--- src/rtl/mod_exp_pkg.sv ---
// Shared definitions for the modular exponentiation engine and its multiplier.
package mod_exp_pkg;

  // Sequencer states of the square-and-multiply engine.
  typedef enum logic [2:0] {
    IDLE = 3'd0,
    LOAD = 3'd1,
    MUL  = 3'd2,
    SQR  = 3'd3,
    DONE = 3'd4
  } state_t;

  // Operand width shared with the GCD unit downstream.
  localparam int MODEXP_WIDTH = 32;

  // Width of a counter that must hold the value WIDTH.
  function automatic int mulCntWidth(input int w);
    return $clog2(w + 1);
  endfunction

  localparam int MUL_CNT_W = mulCntWidth(MODEXP_WIDTH);

endpackage

--- src/rtl/mod_mul.sv ---
// Bit-serial interleaved modular multiplier: p = x*y mod n in exactly WIDTH cycles.
// The first iteration is performed on the start edge from the live operands, so
// done pulses in the cycle right after the WIDTH-th iteration edge.
module mod_mul
  import mod_exp_pkg::*;
#(
  parameter int WIDTH = MODEXP_WIDTH,
  parameter int CNT_W = MUL_CNT_W
) (
  input  logic             clk,
  input  logic             reset,
  input  logic             start,
  input  logic [WIDTH-1:0] x,
  input  logic [WIDTH-1:0] y,
  input  logic [WIDTH-1:0] n,
  output logic             done,
  output logic [WIDTH-1:0] p
);

  logic [WIDTH-1:0] xR;
  logic [WIDTH-1:0] nR;
  logic [WIDTH-1:0] yShift;
  logic [WIDTH-1:0] pR;
  logic [CNT_W-1:0] cnt;
  logic             active;
  logic             doneR;

  // One shift-add-reduce step. With acc < m and addend < m the sum is below 3m,
  // so two conditional subtractions restore acc < m; two guard bits avoid overflow.
  function automatic logic [WIDTH-1:0] stepMod(input logic [WIDTH-1:0] acc,
                                               input logic [WIDTH-1:0] addend,
                                               input logic [WIDTH-1:0] m,
                                               input logic             bitIn);
    logic [WIDTH+1:0] t;
    t = {1'b0, acc, 1'b0} + (bitIn ? {2'b00, addend} : '0);
    if (t >= {2'b00, m}) t = t - {2'b00, m};
    if (t >= {2'b00, m}) t = t - {2'b00, m};
    return t[WIDTH-1:0];
  endfunction

  // Iteration engine: latch operands on start, then scan y MSB-first.
  always_ff @(posedge clk or negedge reset) begin
    if (!reset) begin
      xR     <= '0;
      nR     <= '0;
      yShift <= '0;
      pR     <= '0;
      cnt    <= '0;
      active <= 1'b0;
      doneR  <= 1'b0;
    end else begin
      doneR <= 1'b0;
      if (start) begin
        pR     <= stepMod('0, x, n, y[WIDTH-1]);
        xR     <= x;
        nR     <= n;
        yShift <= {y[WIDTH-2:0], 1'b0};
        cnt    <= CNT_W'(1);
        active <= 1'b1;
      end else if (active) begin
        pR     <= stepMod(pR, xR, nR, yShift[WIDTH-1]);
        yShift <= {yShift[WIDTH-2:0], 1'b0};
        cnt    <= cnt + CNT_W'(1);
        if (cnt == CNT_W'(WIDTH - 1)) begin
          active <= 1'b0;
          doneR  <= 1'b1;
        end
      end
    end
  end

  assign done = doneR;
  assign p    = pR;

endmodule

--- src/rtl/mod_exp.sv ---
// Modular exponentiation engine: result = base^exponent mod modulus, plus
// result_minus_one for the GCD stage. Right-to-left square-and-multiply driving
// one shared bit-serial modular multiplier; results leave on valid/ready.
module mod_exp
  import mod_exp_pkg::*;
#(
  parameter int WIDTH     = MODEXP_WIDTH,
  parameter int EXP_WIDTH = 32
) (
  input  logic                 clk,
  input  logic                 reset,
  input  logic                 start,
  input  logic [WIDTH-1:0]     base,
  input  logic [EXP_WIDTH-1:0] exponent,
  input  logic [WIDTH-1:0]     modulus,
  output logic                 busy,
  output logic                 out_valid,
  input  logic                 out_ready,
  output logic [WIDTH-1:0]     result,
  output logic [WIDTH-1:0]     result_minus_one,
  output logic                 err
);

  localparam int CNT_W = mulCntWidth(WIDTH);

  state_t state;
  state_t stateN;

  // Operands captured at start; the ports are don't-care afterwards.
  logic [WIDTH-1:0]     baseR;
  logic [EXP_WIDTH-1:0] expR;
  logic [WIDTH-1:0]     modR;

  // Working registers: accumulator, running square, exponent bits not yet consumed.
  logic [WIDTH-1:0]     acc;
  logic [WIDTH-1:0]     b;
  logic [EXP_WIDTH-1:0] e;
  logic [WIDTH-1:0]     accN;
  logic [WIDTH-1:0]     bN;
  logic [EXP_WIDTH-1:0] eN;

  logic                 finish;
  logic [WIDTH-1:0]     finRes;
  logic                 finErr;

  logic                 mulStart;
  logic                 mulDone;
  logic [WIDTH-1:0]     mulX;
  logic [WIDTH-1:0]     mulY;
  logic [WIDTH-1:0]     mulP;

  // State register.
  always_ff @(posedge clk or negedge reset) begin
    if (!reset) state <= IDLE;
    else        state <= stateN;
  end

  // Next-state and datapath decisions. Each operation is launched on the same
  // edge that enters MUL/SQR, so every multiply occupies exactly WIDTH cycles.
  always_comb begin
    stateN   = state;
    accN     = acc;
    bN       = b;
    eN       = e;
    mulStart = 1'b0;
    finish   = 1'b0;
    finRes   = '0;
    finErr   = 1'b0;
    unique case (state)
      IDLE: begin
        if (start) stateN = LOAD;
      end
      LOAD: begin
        accN = WIDTH'(1);
        bN   = baseR;
        eN   = expR;
        if (modR == '0 || baseR >= modR) begin
          finish = 1'b1;
          finErr = 1'b1;
          stateN = DONE;
        end else if (modR == WIDTH'(1)) begin
          finish = 1'b1;
          stateN = DONE;
        end else if (expR == '0) begin
          finish = 1'b1;
          finRes = WIDTH'(1);
          stateN = DONE;
        end else if (expR[0]) begin
          mulStart = 1'b1;
          stateN   = MUL;
        end else begin
          // Bit 0 is clear: it needs no multiply, so it is consumed here.
          eN       = expR >> 1;
          mulStart = 1'b1;
          stateN   = SQR;
        end
      end
      MUL: begin
        if (mulDone) begin
          accN = mulP;
          eN   = e >> 1;
          if (eN == '0) begin
            finish = 1'b1;
            finRes = mulP;
            stateN = DONE;
          end else begin
            mulStart = 1'b1;
            stateN   = SQR;
          end
        end
      end
      SQR: begin
        if (mulDone) begin
          bN       = mulP;
          mulStart = 1'b1;
          if (e[0]) begin
            stateN = MUL;
          end else begin
            // e is non-zero with bit 0 clear, so the shifted value stays non-zero.
            eN = e >> 1;
          end
        end
      end
      DONE: begin
        if (out_valid && out_ready) stateN = IDLE;
      end
      default: stateN = IDLE;
    endcase
  end

  // Multiplier operands follow the values the working registers take this edge.
  assign mulX = (stateN == MUL) ? accN : bN;
  assign mulY = bN;

  mod_mul #(
    .WIDTH(WIDTH),
    .CNT_W(CNT_W)
  ) u_mod_mul (
    .clk  (clk),
    .reset(reset),
    .start(mulStart),
    .x    (mulX),
    .y    (mulY),
    .n    (modR),
    .done (mulDone),
    .p    (mulP)
  );

  // Operand capture, working registers and the registered output handshake.
  always_ff @(posedge clk or negedge reset) begin
    if (!reset) begin
      baseR            <= '0;
      expR             <= '0;
      modR             <= '0;
      acc              <= '0;
      b                <= '0;
      e                <= '0;
      busy             <= 1'b0;
      out_valid        <= 1'b0;
      result           <= '0;
      result_minus_one <= '0;
      err              <= 1'b0;
    end else begin
      if (state == IDLE && start) begin
        baseR <= base;
        expR  <= exponent;
        modR  <= modulus;
        busy  <= 1'b1;
      end
      acc <= accN;
      b   <= bN;
      e   <= eN;
      if (finish) begin
        result           <= finRes;
        result_minus_one <= (finRes == '0) ? modR - WIDTH'(1) : finRes - WIDTH'(1);
        err              <= finErr;
        out_valid        <= 1'b1;
      end else if (state == DONE && out_valid && out_ready) begin
        out_valid <= 1'b0;
        busy      <= 1'b0;
      end
    end
  end

endmodule
--- config.mk ---
export PLATFORM = sky130hd
export DESIGN_NAME = mod_exp
export DESIGN_NICKNAME = d
export VERILOG_FILES = /design/src/rtl/mod_exp_pkg.sv /design/src/rtl/mod_mul.sv /design/src/rtl/mod_exp.sv
export SDC_FILE = /design/constraint.sdc
export NUM_CORES = 1
export LEC_CHECK = 0
export BUFFER_PORTS_ARGS = -buffer_cell sky130_fd_sc_hd__buf_2
export CORE_MARGIN = 10
export CORE_UTILIZATION = 55
export DETAILED_ROUTE_END_ITERATION = 7
export PLACE_DENSITY = 0.84
export SYNTH_ARGS = -nofsm -noshare
export SYNTH_HDL_FRONTEND = slang
export SYNTH_SLANG_ARGS = --single-unit
--- constraint.sdc ---
create_clock -name clk -period 22 [get_ports clk]
set_input_delay 1.1 -clock clk [delete_from_list [all_inputs] [get_ports clk]]
set_output_delay 1.1 -clock clk [all_outputs]
set_load 0.005 [all_outputs]
# Yosys cells after proc, flatten, opt, wreduce, memory -nomap -nowiden
# Cells that the tools add are included.
[word_totals] ff_bits=398 latchBits=0 ram_bits=0 mem_count=0 word_cells=130 mem_bits_ro=0
[op_classes] mul=0 addsub=8 n_bitwise=0 div_mod_pow=0 n_eq_ne=10 magnitude_cmp=5 reduce_logical=15 shift=0 n_mux=72
[op_table] operator="32-bit 2-to-1 mux" n=21
[op_table] operator="32-bit case mux with 2 select lines" n=3
[op_table] operator="34-bit 2-to-1 mux" n=5
[op_table] operator="34-bit by 32-bit greater-or-equal comparator with 1-bit output" n=4
[op_table] operator="32-bit logical NOT" n=4
[op_table] operator="32-bit case mux with 3 select lines" n=1
[op_table] operator="34-bit by 32-bit subtractor with 34-bit output" n=2
[op_table] operator="32-bit by 1-bit subtractor with 32-bit output (second input constant)" n=2
[op_table] operator="32-bit subtractor" n=2
[op_table] operator="33-bit by 34-bit adder with 34-bit output" n=1
[op_table] operator="32-bit by 1-bit == test with 1-bit output (second input constant)" n=1
[op_table] operator="32-bit greater-or-equal comparator" n=1
[op_table] operator="1-bit 2-to-1 mux" n=28
[op_table] operator="3-bit 2-to-1 mux" n=9
[op_table] operator="3-bit case mux with 5 select lines" n=1
[op_table] operator="6-bit 2-to-1 mux" n=2
[op_table] operator="3-bit by 2-bit == test with 1-bit output (second input constant)" n=3
[op_table] operator="6-bit by 1-bit adder with 6-bit output (second input constant)" n=1
[op_table] operator="6-bit by 5-bit == test with 1-bit output (second input constant)" n=1
[op_table] operator="1-bit logical AND" n=4
[op_table] operator="2-bit by 1-bit != test with 1-bit output (second input constant)" n=2
[op_table] operator="4-bit AND reduction" n=1
[op_table] operator="2-bit nonzero test" n=2
[op_table] operator="3-bit by 1-bit == test with 1-bit output (second input constant)" n=1
[op_table] operator="other kinds (8)" n=8

# Longest topological paths before layout
[logic_depth] word_depth=14 ltp_mapped=40

# By module
# A second synthesis with hierarchy kept.
[hier_totals] cells_unflattened=3311 hier_area_um2=29264.3
[by_module_without_submodules] module="mod_mul" cells_per_inst=2000 area_each_um2=15780.1 n_inst=1
[by_module_without_submodules] module="mod_exp" cells_per_inst=1311 area_each_um2=13484.2 n_inst=1

# Least setup slack after synthesis
# No wires, ideal clock.
[synth_path] kind="register -> register" startpoint="register u_mod_mul.yShift[31]" endpoint="register u_mod_mul.pR[26] (netlist: u_mod_mul.p[26])" stages_incl_launch_ff=40 arrival_time_ns=8.504 period_less_slack_ns=8.626 setup_ns=0.122 slack_ns=13.374 required_time_ns=21.878 path_cell_list="dfrtp_1 -> clkbuf_1 -> and2_1 -> fa_1 -> a211oi_1 -> o21bai_1 -> o221ai_1 -> nor3b_1 -> or2_2 -> a21o_1 -> a21oi_1 -> xnor2_1 -> ha_1 -> buf_2 -> nand4_1 -> or4_1 -> a2bb2oi_1 -> and3b_1 -> (+4 left out) -> clkbuf_1 -> a31oi_1 -> ha_1 -> inv_1 -> fa_1 -> a21o_1 -> a211o_1 -> a311oi_2 -> o221ai_1 -> or4_1 -> o311ai_1 -> nand3b_1 -> o2bb2ai_2 -> or2_1 -> buf_6 -> buf_6 -> o2111ai_1 -> a32o_1"
[synth_via] elab_chain_len=10 elab_cells_between_ends=12
[synth_rtl] element="start, declared" line_no="mod_mul.sv:22" text="logic [WIDTH-1:0] yShift;"
[synth_rtl] element="start signal, assigned" line_no="mod_mul.sv:57" text="yShift <= {y[WIDTH-2:0], 1'b0};"
[synth_rtl] element="start signal, assigned" line_no="mod_mul.sv:62" text="yShift <= {yShift[WIDTH-2:0], 1'b0};"
[synth_rtl] element="32-bit 2-to-1 mux (*)" line_no="mod_mul.sv:35" text="t = {1'b0, acc, 1'b0} + (bitIn ? {2'b00, addend} : '0);"
[synth_rtl] element="33-bit by 34-bit adder with 34-bit output (*)" line_no="mod_mul.sv:35"
[synth_rtl] element="34-bit by 32-bit subtractor with 34-bit output or 34-bit by 32-bit greater-or-equal comparator with 1-bit output (tied branches)" line_no="mod_mul.sv:36" text="if (t >= {2'b00, m}) t = t - {2'b00, m};"
[synth_rtl] element="34-bit 2-to-1 mux (*)" line_no="mod_mul.sv:36"
[synth_rtl] element="34-bit 2-to-1 mux (*)" line_no="mod_mul.sv:60" text="end else if (active) begin"
[synth_rtl] element="34-bit 2-to-1 mux (*)" line_no="mod_mul.sv:53" text="if (start) begin"
[synth_rtl] element="32-bit subtractor or 34-bit by 32-bit greater-or-equal comparator with 1-bit output (tied branches)" line_no="mod_mul.sv:37" text="if (t >= {2'b00, m}) t = t - {2'b00, m};"
[synth_rtl] element="32-bit 2-to-1 mux (*)" line_no="mod_mul.sv:37"
[synth_rtl] element="32-bit 2-to-1 mux (*)" line_no="mod_mul.sv:60"
[synth_rtl] element="32-bit 2-to-1 mux (*)" line_no="mod_mul.sv:53"
[synth_rtl] element="end signal, assigned" line_no="mod_mul.sv:54" text="pR <= stepMod('0, x, n, y[WIDTH-1]);"
[synth_rtl] element="end signal, assigned" line_no="mod_mul.sv:61" text="pR <= stepMod(pR, xR, nR, yShift[WIDTH-1]);"
[synth_rtl] element="end, declared" line_no="mod_mul.sv:23" text="logic [WIDTH-1:0] pR;"
# Every way passes the cells marked *; elsewhere a longest branch is shown, timed or not. The select of a mux whose other input is x is not followed.
# A chain may end at the register's enable or synchronous reset.

# Worst setup path after layout
[layout_path] startpoint="register u_mod_mul.yShift[31]" endpoint="register u_mod_mul.pR[29] (netlist: u_mod_mul.p[29])"
# The elaborated chain is that of the path after synthesis.

==> impl_metrics.ini <==
[route]
first_iter_violations = 3246
vias = 27576
drt-pass1-iter-count = 6
finalWirelength_microns = 98500
final_antenna_net_count = 0
wl_per_cell_microns = 23.4
routed_via_density = 6.56
drc = 0

[cts]
clk_latency_ps = 590
clk_path_buf_depth = 3
cts_tree = yes
cts_setup_buffers = 0
clock_sinks = 397
holdBufCountCts = 0
cts_resized = 0
numCtsBuffers = 42
cts_root_buf = clkbuf_16
htreeDepth = 2
path_clk_slew_ps = 70

[place]
io_buffers = 166
dp_hpwl_microns = 74300
place.gp.congestion = 1.05
dpl_worst_slack_ps = 11660

[timing]
fin_skew_ps = 38.9
setup-violations-final = 0
maxSlewHeadroom_pct = 29.0
finalWorstPathRequiredPeriod_ps = 10590
hold_viol = 0
tns_ps = 0
final-max-slew-violation-count = 0
tightest_slew_ps = 1060
rsz0062_at_grt = false
fmaxAchievable_mhz = 94.4
fin_ws_ps = 11410
period_share_pct = 48.1

[setup_path]
cp-start-kind = register
crit_arrival_ps = 11060
path_class = register to register
worst-endpoint-required_ps = 22470
path_delay_family = compound AO/OA/AOI/OAI gates
cp_slowest_cell = or4_1
cp_common_cell = ha_1
cp-end-kind = register
slowest_delay_ps = 620
r2r_setup_slack_ps = 11410
critPathBufInv = 3
path_max_fanout = 39

[final_layout]
layout-drive-gt1-share_pct = 13.2
layout_common_cells = nand2_1, dfrtp_1, o21ai_0
mostFrequentLayoutCell = nand2_1
nets = 3785
syn_to_final_growth_pct = 9.71

[logic_synthesis]
synth.cell_area_sq_mm = 0.0289
synth.top_cells.by_area = dfrtp_1, ha_1, o21ai_0
yosysWarnings = 0
synth_edf_count = 0
yosysSeqAreaShare_pct = 34.3
postSynthAreaPerCell_sq_um = 8.50
synthArstFlopShare_pct = 100
synth_top_area_cell = dfrtp_1
synth_top_area_share_pct = 34.3
ys_seq_elements = 397
syn_inst = 3404
synth.distinct_cells = 87
synth_flop_cell = dfrtp_1
syn_nets = 3705

[global_routing]
grt-ovfl-total = 0
grt_pass1_vias = 26365
grt.total_usage_pct = 30.3
grt_pass1_wl_microns = 152000
grt_max_degree = 176
antenna_found_initial = 3

[floorplan]
core.rowCount = 84
coreArea_sq_mm = 0.0523
die_area_sq_mm = 0.0622
fp.dieW_microns = 249
ioPinCount = 167
die_y_microns = 249
start_util_pct = 55.3

[min_path]
hold_path.class = register to register

[outcome]
status = finished clean

[flow_run]
cap_violations = 0
Yosys cell counts (6+ instances only):
library cell,count
o21ai_0,311
a211o_1,13
clkbuf_1,143
dfrtp_1,397
o31ai_1,19
o221ai_1,24
nor3b_1,8
inv_1,133
mux2_2,119
a31oi_1,35
nor3_1,73
a221o_1,6
a211oi_1,42
or4_1,10
o22ai_1,74
nor2_1,224
and2_1,57
buf_1,18
a31o_2,8
or3_1,43
or2_2,16
nor2b_1,17
a22o_1,64
a21oi_1,258
o21ai_1,14
a21boi_0,6
nand2_1,414
o21a_1,34
a311oi_1,6
mux2i_1,51
and3_1,22
xor2_1,61
a221oi_1,13
ha_1,196
nand2b_1,20
o211ai_1,20
o21bai_1,11
nand4_1,33
o31a_1,7
nor4_1,42
a21o_1,69
buf_2,23
xnor2_1,114
nand3_1,47
kinds of logic after synthesis:
family | after synthesis | synth area share, %
compound gates | 1083 | 23.6
simple gates | 1053 | 17.1
flops | 397 | 34.3
buf+inv | 325 | 4.46
fa+ha+maj | 201 | 8.82
xor+xnor | 175 | 5.30
mux | 170 | 6.39
worst paths after layout:
path,depth (start not counted),from,endpoint
max,35,u_mod_mul.yShift[31],u_mod_mul.p[29]
min,2,u_mod_mul.xR[13],u_mod_mul.xR[13]
max reg2reg,35,u_mod_mul.yShift[31],u_mod_mul.p[29]
min reg2reg,2,u_mod_mul.xR[13],u_mod_mul.xR[13]
max in group asynchronous,3,reset,u_mod_mul.p[10]
min in group asynchronous,1,reset,e[19]
routing by layer:
metal	GRT usage, %	wire length [microns]	share of wire (%)
met1	37.5	38000	39
met2	46.6	43200	44
met3	9.06	11000	11
met4	16.7	6200	6.3
met5	0	14	0.014
through the flow:
step	area (sq um)	hold slack, ps	util, %	cells
CTS	31700	461	60.7	4201
floorplan	28900	431	-	3404
global route	31700	502	60.7	4201
detailed placement	30400	450	58.1	4128
finish	31700	459	60.7	4202
global placement	30400	448	58.1	4128
final cells by class:
class | count | area [sq um]
Sequential cell | 397 | 9940
Clock inverter | 12 | 158
Timing Repair Buffer | 228 | 1320
Clock buffer | 61 | 1180
Antenna cell | 1 | 2.50
Fill cell | 4436 | 20600
Multi-Input combinational cell | 2682 | 17800
Inverter | 133 | 499
Tap cell | 688 | 861
worst register-to-register path: cells and delay by family, from the launching register on:
family                   cells  cell delay (ps)
AND/OR/NAND/NOR             10             2870
multiplexers                 1              400
AO/OA/AOI/OAI               15             4280
flip-flops                   1              450
XOR/XNOR                     1              130
adder cells (fa/ha/maj)      5             1660
buffers and inverters        3              700
Power is not shown: default switching activity piles up to over one toggle a cycle in this logic, so the estimate is an artifact.
